## src/rtl/alu.sv

```systemverilog
// Registered 32-bit ALU for the execute stage: nine ops selected by a 4-bit
// opcode, with zero and carry flags captured alongside the result.
module alu (
    input  logic        clk,
    input  logic        rst_n,
    input  logic [31:0] operandA,
    input  logic [31:0] operandB,
    input  logic [3:0]  aluOp,
    input  logic        shiftAmount,
    output logic [31:0] res,
    output logic        zeroFlag,
    output logic        carryFlag
);

    typedef enum logic [3:0] {
        OP_ADD = 4'b0000,
        OP_SUB = 4'b0001,
        OP_AND = 4'b0010,
        OP_OR  = 4'b0011,
        OP_XOR = 4'b0100,
        OP_NOT = 4'b0101,
        OP_SLA = 4'b0110,
        OP_SRA = 4'b0111,
        OP_SRL = 4'b1000
    } op_e;

    logic [31:0] res_d, res_q;
    logic        zero_d, zero_q;
    logic        carry_d, carry_q;

    logic [31:0] addend;
    logic [32:0] sum;
    logic        is_sub;

    // ADD and SUB share one adder; SUB is A + ~B + 1, so carry-out means no borrow.
    always_comb begin
        is_sub = (aluOp == OP_SUB);
        addend = is_sub ? ~operandB : operandB;
        sum    = {1'b0, operandA} + {1'b0, addend} + {32'd0, is_sub};
    end

    always_comb begin
        res_d   = 32'd0;
        carry_d = 1'b0;
        case (op_e'(aluOp))
            OP_ADD, OP_SUB: begin
                res_d   = sum[31:0];
                carry_d = sum[32];
            end
            OP_AND: res_d = operandA & operandB;
            OP_OR:  res_d = operandA | operandB;
            OP_XOR: res_d = operandA ^ operandB;
            OP_NOT: res_d = ~operandA;
            OP_SLA: begin
                res_d   = shiftAmount ? {operandA[30:0], 1'b0} : operandA;
                carry_d = shiftAmount & operandA[31];
            end
            OP_SRA: begin
                res_d   = shiftAmount ? {operandA[31], operandA[31:1]} : operandA;
                carry_d = shiftAmount & operandA[0];
            end
            OP_SRL: begin
                res_d   = shiftAmount ? {1'b0, operandA[31:1]} : operandA;
                carry_d = shiftAmount & operandA[0];
            end
            default: begin
                res_d   = 32'd0;
                carry_d = 1'b0;
            end
        endcase
        zero_d = (res_d == 32'd0);
    end

    always_ff @(posedge clk or negedge rst_n) begin
        if (!rst_n) begin
            res_q   <= 32'd0;
            zero_q  <= 1'b1;
            carry_q <= 1'b0;
        end else begin
            res_q   <= res_d;
            zero_q  <= zero_d;
            carry_q <= carry_d;
        end
    end

    assign res       = res_q;
    assign zeroFlag  = zero_q;
    assign carryFlag = carry_q;

endmodule

```

## config.mk

```make
export PLATFORM = sky130hd
export DESIGN_NAME = alu
export DESIGN_NICKNAME = d
export VERILOG_FILES = /design/src/rtl/alu.sv
export SDC_FILE = /design/constraint.sdc
export NUM_CORES = 1
export LEC_CHECK = 0
export ABC_AREA = 1
export BUFFER_PORTS_ARGS = -buffer_cell sky130_fd_sc_hd__buf_2
export CAP_MARGIN = 5
export CORE_MARGIN = 1
export CORE_UTILIZATION = 64
export DETAILED_ROUTE_END_ITERATION = 8
export PLACE_DENSITY = 0.89
export SYNTH_ARGS = -nofsm -noshare
export SYNTH_HDL_FRONTEND = slang
export SYNTH_SLANG_ARGS = --single-unit
```

## constraint.sdc

```tcl
create_clock -name clk -period 1.5 [get_ports clk]
set_clock_uncertainty 0.2 [all_clocks]
set_input_delay 0.075 -clock clk [delete_from_list [all_inputs] [get_ports clk]]
set_output_delay 0.075 -clock clk [all_outputs]
set_load 0.03 [all_outputs]
```

==> impl_results.md, run 1 <==
- GP Congestion: roughly 1.2
- CTS sink cnt: 34
- Die Y: slightly above 100 um
- Netlist cell types: 49
- Root buf cell: clkbuf_8
- I/O pin count: approximately 110
- Starting Density: 66.9%
- Mapped Cells: approximately 1.1k
- H-Tree Depth: 2
- Err: [ERROR DPL-0038] Utilization greater than 100%, impossible to legalize
- Most used DFF post-synth: dfrtp_1
- # port buffers: approximately 100
- Detailed placement HPWL: ~26000 um
- Syn_nets: between 1k and 1.5k
- Synth Cell Area: about 6600 sq um
- Worst-case clock buffer depth: 2
- Synth area leader: ha_1
- Flops & latches, synth: 34
- Synthesis Warnings: 0
- Per-instance average area after synthesis: roughly 6.1 sq um
- Post-synth EDFFs: 0
- Setup bufs post-CTS: 36
- Die Wd: between 100 and 150 um
- Post-synth ARST share: 100%
- Synth top area cells: ha_1 19%, nand2_1 18%, dfrtp_1 12%
- CTS Buf Count: 5
- Area share of the largest cell type after synthesis: 19.2%
- Hold Buf Count CTS: 1
- Stopped at: clock tree synthesis (4_1_cts)
- Status: did not finish
- Post-CTS sizing: roughly 240
- Register area share after synthesis: 12.8%
- Std-Cell Rows: 36
[Yosys cell counts, types with 2 or more instances]
cell / number
a21oi_1: 40
nand3b_1: 7
nor3_2: 2
a22o_1: 7
nand2_4: 3
nor4_1: 3
o21bai_1: 7
o21ai_0: 67
xor2_1: 31
dfrtp_1: 33
o221ai_1: 4
nand2_2: 15
inv_2: 7
ha_1: 102
clkbuf_1: 4
nand4_1: 10
or2_2: 3
nor2_1: 84
nor3_1: 20
nor2_2: 5
nand2_1: 315
nor2_4: 2
buf_6: 4
inv_1: 177
buf_2: 17
buf_1: 3
nand3_1: 54
o2111ai_1: 4
nand3_2: 2
o22ai_1: 8
o21ai_1: 8
a211oi_1: 7
a22oi_1: 19
[kinds of logic after synthesis]
family                   synth area share, %
AO/OA/AOI/OAI                           16.3
XOR/XNOR                                4.09
adder cells (fa/ha/maj)                 19.5
buffers and inverters                   12.9
flip-flops                              12.8
AND/OR/NAND/NOR                         34.3
[metrics by stage]
stage | cells | setup TNS, ps | setup WS (ps) | instance area, sq um
after detailed placement | 1588 | -39620 | -1880 | 9610
after global placement | 1588 | -33190 | -1550 | 9610
after floorplan | 1090 | -18520 | -921 | 6800
==> run 2: changes to the inputs <==
CORE_UTILIZATION = 40   (was 64)
PLACE_DENSITY = default   (was 0.89)
PLACE_DENSITY_LB_ADDON = 0.15   (was default)
==> run 2 against run 1 <==
The flow now finishes, with violations (negative setup slack). Synthesized cell count stayed put. Area after synthesis stayed put.
==> impl_results.md, run 2 <==
- First-pass detailed-route iteration total: 5
- Final hold slack: roughly 85 ps
- Pre-CTS WS: -1690 ps (was -1880 ps)
- Max cap viols: 0
- Register area share after synthesis: 12.8% (unchanged)
- Die ar.: 17100 sq um
- Grt total ovfl: 0
- Die Wd: 131 um (was 104 um)
- Layout cell share with drive strength beyond 1: between 50% and 60%
- Setup_tns: -25900 ps
- Starting Density: 41.3% (was 66.9%)
- Total track usage: between 30% and 40%
- Most frequent cells in the layout: 280 x buf_4, 217 x nand2_1, 150 x inv_1
- Syn_nets: 1264 (unchanged)
- Die Y: 131 um (was 104 um)
- Top cells by count, synth: 315 x nand2_1, 177 x inv_1, 102 x ha_1 (unchanged)
- Synth area leader: ha_1 (unchanged)
- Tot Pwr: around 6.6 mW
- Global-route wire length before repair: ~40000 um
- Via count of the first global-routing pass: approximately 8.3k
- Wire length per cell: between 15 and 20 um
- Setup Crit Path Kind: input pin to register
- Largest register FFs: 32
- Synthesis Warnings: 0 (unchanged)
- Area Growth Syn to Fin: 74.5%
- Final setup viols: 33
- Netlist cell types: 49 (unchanged)
- Startpoint types: input pin
- Per-instance average area after synthesis: 6.08 sq um (unchanged)
- CP arrival: 2790 ps
- Status: finished, violations left (was did not finish)
- Req. time, crit path: ~1600 ps
- VDD IR max: 0.000421 V
- Largest net degree at the start of global routing: 35
- Final std cells w/o fill: around 1.7k
- Final WS setup: -1240 ps
- Iter 0 DRT Violations: 584
- GP Congestion: 0.958 (was 1.16)
- Fin. Hold Viols: 0
- P per Cell Area: between 500 and 600 nW/um^2
- Placed Cells: 1674 (was 1588)
- Slowest-stage cell, CP: ha_1
- CTS tree: built
- Final Critical Period: approximately 2700 ps
- Final number of max-transition violations: 0
- CTS Buf Count: 5 (unchanged)
- I/O pin count: 105 (unchanged)
- Worst-path clk slew: about 70 ps
- Worst-Margin Slew: between 400 and 500 ps
- Layout Cell Area excl Fill: about 12000 sq um
- Hold crit path type: input pin to async pin
- Max incr delay on CP: between 300 and 400 ps
- Most used DFF post-synth: dfrtp_1 (unchanged)
- Post-synth EDFFs: 0 (unchanged)
- Post-synth ARST share: 100% (unchanged)
- Synth Cell Area: 6630 sq um (unchanged)
- Flops & latches, synth: 34 (unchanged)
- Unrepaired setup endpoints after global routing: true
- Worst path cell trace: buf_6 -> nor2_4 -> nand2_4 -> buf_16 -> xor2_1 -> ha_1 -> nand2_2 -> inv_2 -> a21oi_2 -> nand2_2 -> nand2_2 -> nand2_4 -> buf_6 -> nand2_4 -> nand3b_1 -> nand3_1 -> nand2_1 -> inv_1 -> nand3_2 -> nor2_4 -> nand3_2 -> nor2_2
- Std-Cell Rows: 46 (was 36)
- Area share of the largest cell type after synthesis: 19.2% (unchanged)
- DP Area: 9720 sq um (was 9610 sq um)
- Synth top area cells: ha_1 19%, nand2_1 18%, dfrtp_1 12% (unchanged)
- H-Tree Depth: 2 (unchanged)
- CP endpoint kind: register
- Final Core Density: between 70% and 80%
- Root buf cell: clkbuf_16 (was clkbuf_8)
- Final ANT Viol Nets: 0
- Floorplan Core Area: approximately 16000 sq um
- Most common cell after layout, fill and taps aside: buf_4
- Crit path to: zeroFlag
- Final nets: about 1.7k
- Most frequent cell after synthesis: nand2_1 (unchanged)
- Lkg Pwr: a little over 6 nW
- Total number of vias: 8852
- Drt total wl: 27800 um
- Mapped Cells: 1090 (unchanged)
- Critical Path Fanout Max: 7
- # port buffers: 104 (unchanged)
- Slew margin rel.: a little over two thirds
- Fmax: ~360 MHz
- CTS sink cnt: 34 (unchanged)
- Initial antenna violation count: 1
- Period utilization: 183%
- Detailed placement HPWL: 21000 um (was 26100 um)
- Critical path origin: aluOp[1]
- DR vias/cell: approximately 5
- Violated checks: negative setup slack
- # DRC: 0
- Worst-case clock buffer depth: 2 (unchanged)
run 2: cell counts after synthesis:
No cell type changed its count.
run 2: worst max-delay path: cells and delay by family:
family | cells | cell delay [ps]
AOI/OAI and AO/OA | 1 | 150
and+or+nand+nor | 14 | 1420
adders and majority gates | 1 | 370
buffers and inverters | 5 | 580
xor gates and xnor gates | 1 | 160
run 2: how the worst min path moves through the flow:
stage	cells after the start	startpoint	to
finish	3	rst_n	res[10]
global placement	2	rst_n	res[10]
detailed placement	2	rst_n	res[10]
floorplan	0	rst_n	carryFlag
CTS	3	rst_n	carryFlag
global route	4	shiftAmount	carryFlag
run 2: per-layer routing:
metal,up-vias,track usage [%],share of wire [%]
li1,4337,-,-
met1,4165,42.5,44
met2,303,52.6,48
met3,47,4.07,6.2
met4,0,9.13,2.2
met5,-,0,0
run 2: cell type report:
cell class	instances	area (sq um)
multi-input combinational	842	6220
fill	1294	4480
timing repair buffer	437	3360
sequential	34	852
inverter	185	699
tap	216	270
clock buffer	8	166
antenna	1	2.50
run 2: cells by family (layout without fill, tap and decap cells):
family	after synthesis	after routing	synth area share [%]
fa+ha+maj	103	103	19.5
buf+inv	214	630	12.9
other cells	0	1	0
simple gates	529	529	34.3
flops	34	34	12.8
xor+xnor	31	31	4.09
compound gates	179	179	16.3
run 2: repair_timing:
action	4_1_cts	5_1_grt
gates cloned	1	0
endpoints found under the setup margin	33	33
buffers inserted	25	23
gates resized for setup	157	200
endpoints found under the hold margin	34	0
hold buffers	1	0
pin swaps	82	122
run 2: power by group:
part / internal [mW] / switching (mW) / total, mW
combinational: 1.93 / 2.44 / 4.37
sequential: 1.03 / 0.0228 / 1.05
clock: 0.753 / 0.452 / 1.21
(Power assumes the default switching activity.)
==> run 3: changes to the inputs <==
BUFFER_PORTS_ARGS = -buffer_cell sky130_fd_sc_hd__buf_4   (was -buffer_cell sky130_fd_sc_hd__buf_2)
==> run 3 against run 2 <==
The run still ends with negative setup slack left. Clock power down 9%. Largest power group unchanged. Highest routed layer unchanged. Die area is the same. Via count decreased by 2.5%. Combinational power down 4%. Final area fell by 2.9%. Hold slack got worse by 46 ps. Worst setup slack improved by 38 ps. Count of clock-buffer cells in the layout unchanged. Global-route usage shrank 0.10 points. Sequential power about the same. First-iteration DRC count shrank 6.3%.
==> impl_results.md, run 3 (same netlist as run 2, synthesis figures left out) <==
- Unrepaired setup endpoints after global routing: true (unchanged)
- Die Wd: 131 um (unchanged)
- VDD IR max: 0.000389 V (was 0.000421 V)
- # port buffers: 104 (unchanged)
- Worst-Margin Slew: 521 ps (was 453 ps)
- Max cap viols: 0 (unchanged)
- CP delay by family, top: simple AND/OR/NAND/NOR gates (unchanged)
- Area Growth Syn to Fin: 69.5% (was 74.5%)
- Final Core Density: 70.0% (was 72.1%)
- Iter 0 DRT Violations: 547 (was 584)
- Pre-CTS WS: -1630 ps (was -1690 ps)
- Drt total wl: 26600 um (was 27800 um)
- Fin. Hold Viols: 0 (unchanged)
- Hold crit path type: input pin to register (was input pin to async pin)
- First-pass detailed-route iteration total: 5 (unchanged)
- WP buf/inv: 3 (was 5)
- Worst-path clk slew: 60 ps (was 70 ps)
- Worst path cell trace: buf_6 -> nor2_4 -> nand2_4 -> buf_12 -> xor2_1 -> ha_1 -> nand2_2 -> nand2_2 -> a21oi_2 -> nand2_2 -> buf_6 -> or2_4 -> nand3_2 -> and3_4 -> nand3_1 -> nor3_2 -> nand3_2 -> nor2_1 (was buf_6 -> nor2_4 -> nand2_4 -> buf_16 -> xor2_1 -> ha_1 -> nand2_2 -> inv_2 -> a21oi_2 -> nand2_2 -> nand2_2 -> nand2_4 -> buf_6 -> nand2_4 -> nand3b_1 -> nand3_1 -> nand2_1 -> inv_1 -> nand3_2 -> nor2_4 -> nand3_2 -> nor2_2)
- Slowest-stage cell, CP: ha_1 (unchanged)
- Pint: 3.61 mW (was 3.72 mW)
- Initial antenna violation count: 0 (was 1)
- CTS sink cnt: 34 (unchanged)
- Max incr delay on CP: 330 ps (was 370 ps)
- Placed Cells: 1651 (was 1674)
- Tot Pwr: 6.36 mW (was 6.63 mW)
- Global-route wire length before repair: 41100 um (unchanged)
- Total number of vias: 8630 (was 8852)
- Startpoint types: input pin (unchanged)
- CTS tree: built (unchanged)
- Setup Crit Path Kind: input pin to register (unchanged)
- # DRC: 0 (unchanged)
- Largest net degree at the start of global routing: 35 (unchanged)
- Worst-case clock buffer depth: 2 (unchanged)
- Final Critical Period: 2700 ps (was 2740 ps)
- Grt total ovfl: 0 (unchanged)
- Largest register FFs: 32 (unchanged)
- CP arrival: 2730 ps (was 2790 ps)
- I/O pin count: 105 (unchanged)
- Violated checks: negative setup slack (unchanged)
- Status: finished, violations left (unchanged)
- Antenna diode count: 0 (was 1)
- Die Y: 131 um (unchanged)
- Root buf cell: clkbuf_16 (unchanged)
- Critical Path Fanout Max: 7 (unchanged)
- Period utilization: 180% (was 183%)
- Final ANT Viol Nets: 0 (unchanged)
- Clock Power Share: 17.3% (was 18.2%)
- H-Tree Depth: 2 (unchanged)
- Most frequent cells in the layout: 363 x buf_4, 235 x nand2_1, 160 x inv_1 (was 280 x buf_4, 217 x nand2_1, 150 x inv_1)
- Lkg Pwr: 6.07 nW (was 6.23 nW)
- Req. time, crit path: 1530 ps (was 1550 ps)
- Fraction of power consumed by sequential logic: 16.7% (was 15.9%)
- Setup_tns: -25600 ps (was -25900 ps)
- Fmax: 370 MHz (was 365 MHz)
- FILL cells: 1379 (was 1294)
- Final std cells w/o fill: 1694 (was 1723)
- Final nets: 1651 (was 1679)
- Total track usage: 31.5% (was 31.6%)
- Final setup viols: 33 (unchanged)
- Std-Cell Rows: 46 (unchanged)
- P per Cell Area: 566 nW/um^2 (was 573 nW/um^2)
- Wire length per cell: 15.7 um (was 16.1 um)
- Layout cell share with drive strength beyond 1: 45.3% (was 50.7%)
- Detailed placement HPWL: 20700 um (was 21000 um)
- Switching power total: 2.75 mW (was 2.91 mW)
- Via count of the first global-routing pass: 8434 (was 8341)
- CTS Buf Count: 5 (unchanged)
- Top cell by count, worst path: nand2_2
- Slew margin rel.: 65.2% (was 69.6%)
- Die ar.: 17100 sq um (unchanged)
- DR vias/cell: 5.09 (was 5.14)
- Share of total power in combinational logic: 66.1% (was 65.9%)
- CP endpoint kind: register (unchanged)
- Floorplan Core Area: 16100 sq um (unchanged)
- Starting Density: 41.3% (unchanged)
- Final WS setup: -1200 ps (was -1240 ps)
- GP Congestion: 1.06 (was 0.958)
- Net Sw Frac: 43.3% (was 44.0%)
- Final number of max-transition violations: 0 (unchanged)
- Most common cell after layout, fill and taps aside: buf_4 (unchanged)
run 3: cell count changes in the layout (fill, tap and decap cells not counted), moves of 5 or more:
cell / previous run / this run
nand3_2: 26 / 18
nor2_2: 31 / 26
inv_2: 32 / 24
inv_1: 150 / 160
buf_4: 280 / 363
nand2_2: 89 / 81
ha_4: 10 / 5
nor2_1: 39 / 48
nand2_4: 27 / 16
nand3_1: 24 / 33
nand2_1: 217 / 235
ha_1: 86 / 95
buf_2: 100 / 0
buf_6: 43 / 31
run 3: per-layer routing:
metal | track usage, % | vias to the layer above | share of wire, % | wire length (um)
li1 | - | 4279 | - | -
met1 | 41.0 | 4001 | 43 | 11500
met2 | 52.0 | 303 | 47 | 12400
met3 | 5.62 | 47 | 7.2 | 1910
met4 | 11.3 | 0 | 3.0 | 798
met5 | 0 | - | 0 | 0
run 3: final timing paths:
kind | start | to | slack, ps | cells after the start
worst max-delay path | aluOp[2] | zeroFlag | -1200 | 18
max in group asynchronous | rst_n | zeroFlag | 620 | 2
worst min-delay path | operandA[31] | carryFlag | 40 | 4
min in group asynchronous | rst_n | res[13] | 110 | 2
run 3: repair_timing:
action / in CTS / in global routing
setup buffers: 23 / 12
endpoints found under the setup margin: 33 / 33
gates cloned: 1 / 0
pin swaps: 65 / 71
hold buffers: 1 / 0
gates resized for setup: 137 / 117
hold endpoints to repair: 34 / 0
run 3: power groups by stage:
stage                     combinational (mW)  clock, mW  sequential (mW)
final                                   4.20       1.10             1.06
after global routing                    4.55       1.16             1.08
after CTS                               3.82       1.12             1.06
after detailed placement                3.43          0             1.08
after global placement                  3.39          0             1.08
after floorplan                         1.52          0             1.32
run 3: area by class of cell:
| class | instances | area, sq um | area share (%) |
|---|---|---|---|
| inverter | 185 | 694 | 6.18 |
| sequential | 34 | 852 | 7.58 |
| clock buffer | 8 | 146 | 1.30 |
| multi-input combinational | 842 | 5910 | 52.5 |
| tap | 216 | 270 | 2.40 |
| timing repair buffer | 409 | 3370 | 30.0 |
run 3: through the flow:
| stage | hold slack (ps) | cell area (sq um) |
|---|---|---|
| final | 38.4 | 11200 |
| after global routing | 66.9 | 11200 |
| after CTS | 39.5 | 10700 |
| after detailed placement | -118 | 9850 |
| after global placement | -124 | 9850 |
| after floorplan | -421 | 6800 |
==> run 4: changes to the inputs <==
CTS_BUF_LIST = sky130_fd_sc_hd__clkbuf_4   (was default)
==> run 4 against run 3 <==
The flow still finishes with violations (negative setup slack). Highest routed layer unchanged. First-iteration DRC count increased by 7.5%. Sequential cell count unchanged. Cell count decreased by 0.12%. Worst setup slack improved by 68 ps. Utilization decreased by 2.4 points. Fmax increased by 2.6%. Clock power decreased by 45%. Hold slack got worse by 38 ps. Total power decreased by 11%. Largest cell class unchanged. Routed wire length decreased by 1.5%. Sequential power about the same. Sequential share of layout area increased by 0.26 points.
==> impl_results.md, run 4 (same netlist as run 2, synthesis figures left out) <==
- Final number of max-transition violations: 0 (unchanged)
- Lkg Pwr: 5.98 nW (was 6.07 nW)
- CTS tree: built (unchanged)
- Setup Crit Path Kind: input pin to register (unchanged)
- Setup_tns: -21540 ps (was -25600 ps)
- H-Tree Depth: 2 (unchanged)
- Fmax: 379 MHz (was 370 MHz)
- Final std cells w/o fill: 1692 (was 1694)
- Most common cell after layout, fill and taps aside: buf_4 (unchanged)
- Critical Path Fanout Max: 7 (unchanged)
- Floorplan Core Area: 16100 sq um (unchanged)
- Grt total ovfl: 0 (unchanged)
- CP arrival: 2780 ps (was 2730 ps)
- # DRC: 0 (unchanged)
- I/O pin count: 105 (unchanged)
- DP Area: 9850 sq um (unchanged)
- Layout cell share with drive strength beyond 1: 42.6% (was 45.3%)
- Global-route wire length before repair: 40300 um (was 41100 um)
- Layout Cell Area excl Fill: 10900 sq um (was 11200 sq um)
- Hold crit path type: input pin to register (unchanged)
- Final Core Density: 67.6% (was 70.0%)
- Max cap viols: 0 (unchanged)
- # port buffers: 104 (unchanged)
- CP delay by family, top: simple AND/OR/NAND/NOR gates (unchanged)
- CP endpoint kind: register (unchanged)
- Final ANT Viol Nets: 0 (unchanged)
- Detailed placement HPWL: 20700 um (unchanged)
- Final nets: 1648 (was 1651)
- Unrepaired setup endpoints after global routing: true (unchanged)
- Period utilization: 176% (was 180%)
- GP Congestion: 1.06 (unchanged)
- Worst-case clock buffer depth: 2 (unchanged)
- Via count of the first global-routing pass: 8262 (was 8434)
- Drt total wl: 26200 um (was 26600 um)
- Final WS setup: -1140 ps (was -1200 ps)
- Slew margin rel.: 60.5% (was 65.2%)
- Root buf cell: clkbuf_4 (was clkbuf_16)
- Req. time, crit path: 1640 ps (was 1530 ps)
- Placed Cells: 1651 (unchanged)
- Wire length per cell: 15.5 um (was 15.7 um)
- Total track usage: 31.0% (was 31.5%)
- Violated checks: negative setup slack (unchanged)
- CTS sink cnt: 34 (unchanged)
- First-pass detailed-route iteration total: 5 (unchanged)
- Worst path cell trace: buf_8 -> nor2_4 -> nand2_4 -> clkbuf_16 -> xor2_1 -> ha_1 -> nand2_2 -> nand2_2 -> a21oi_2 -> nand2_2 -> or2_4 -> nand3_1 -> and3_4 -> nand3_1 -> nor3_1 -> nand3_1 -> nor2_1 (was buf_6 -> nor2_4 -> nand2_4 -> buf_12 -> xor2_1 -> ha_1 -> nand2_2 -> nand2_2 -> a21oi_2 -> nand2_2 -> buf_6 -> or2_4 -> nand3_2 -> and3_4 -> nand3_1 -> nor3_2 -> nand3_2 -> nor2_1)
- WP buf/inv: 2 (was 3)
- Die Wd: 131 um (unchanged)
- Worst-path clk slew: 130 ps (was 60 ps)
- Startpoint types: input pin (unchanged)
- Max incr delay on CP: 360 ps (was 330 ps)
- Most frequent cells in the layout: 368 x buf_4, 249 x nand2_1, 165 x inv_1 (was 363 x buf_4, 235 x nand2_1, 160 x inv_1)
- Final setup viols: 33 (unchanged)
- Std-Cell Rows: 46 (unchanged)
- Final Critical Period: 2640 ps (was 2700 ps)
- VDD IR max: 0.000298 V (was 0.000389 V)
- DR vias/cell: 5.09 (about the same)
- Total number of vias: 8606 (was 8630)
- Die Y: 131 um (unchanged)
- Starting Density: 41.3% (unchanged)
- Fin. Hold Viols: 0 (unchanged)
- FILL cells: 1473 (was 1379)
- CTS Buf Count: 5 (unchanged)
- Final hold slack: 0.620 ps (was 38.4 ps)
- P per Cell Area: 523 nW/um^2 (was 566 nW/um^2)
- Initial antenna violation count: 1 (was 0)
- Iter 0 DRT Violations: 588 (was 547)
- Area Growth Syn to Fin: 63.8% (was 69.5%)
- Largest register FFs: 32 (unchanged)
- Worst-Margin Slew: 586 ps (was 521 ps)
- Status: finished, violations left (unchanged)
- Slowest-stage cell, CP: ha_1 (unchanged)
- Largest net degree at the start of global routing: 35 (unchanged)
- Die ar.: 17100 sq um (unchanged)
run 4: cell count changes in the layout (fill, tap and decap cells not counted), moves of 5 or more:
cell      change
nand2_1      +14
nand2_2      -13
buf_6        -12
clkbuf_4      +7
nor2_1        +6
buf_4         +5
inv_1         +5
inv_2         -5
nor2_4        -5
run 4: final timing paths:
check	slack, ps	from	cells past startpoint	to
worst max-delay path	-1140	aluOp[3]	17	zeroFlag
worst min-delay path	0.6	operandA[30]	6	res[30]
max in group asynchronous	210	rst_n	3	zeroFlag
min in group asynchronous	510	rst_n	3	carryFlag
run 4: what timing repair did:
action                     in CTS  in global routing
pin swaps                      23                 70
buffers inserted               11                 17
hold endpoints to repair       37                  0
resized for setup              85                109
setup endpoints to repair      33                 33
hold buffers                    4                  0
gates cloned                    0                  1
run 4: layer usage:
layer  part of all wire [%]  routed length [um]  vias to the layer above  track usage, %
met5                      0                   0                        -               0
met4                    3.6                 954                        0            11.6
met3                    7.0                1850                       60            5.70
met2                     45               11900                      307            51.0
met1                     44               11500                     3965            40.2
li1                       -                   -                     4274               -
run 4: metrics by stage:
stage | setup WS, ps | total power, mW
final | -1140 | 5.68
after global routing | -1230 | 6.11
after CTS | -1040 | 5.34
after detailed placement | -1630 | 4.50
after floorplan | -921 | 2.84
after global placement | -1640 | 4.47
run 4: layout make-up:
type	instances	area, sq um	area share [%]
Antenna cell	1	2.50	0.0230
Clock buffer	7	52.6	0.484
Clock inverter	1	3.75	0.0346
Inverter	185	694	6.39
Multi-Input combinational cell	842	5670	52.2
Sequential cell	34	852	7.84
Tap cell	216	270	2.49
Timing Repair Buffer	406	3320	30.5
run 4: power breakdown:
| part | internal, mW | switching (mW) |
|---|---|---|
| clock | 0.216 | 0.391 |
| combinational | 1.83 | 2.19 |
| sequential | 1.03 | 0.0288 |
| total | 3.07 | 2.61 |
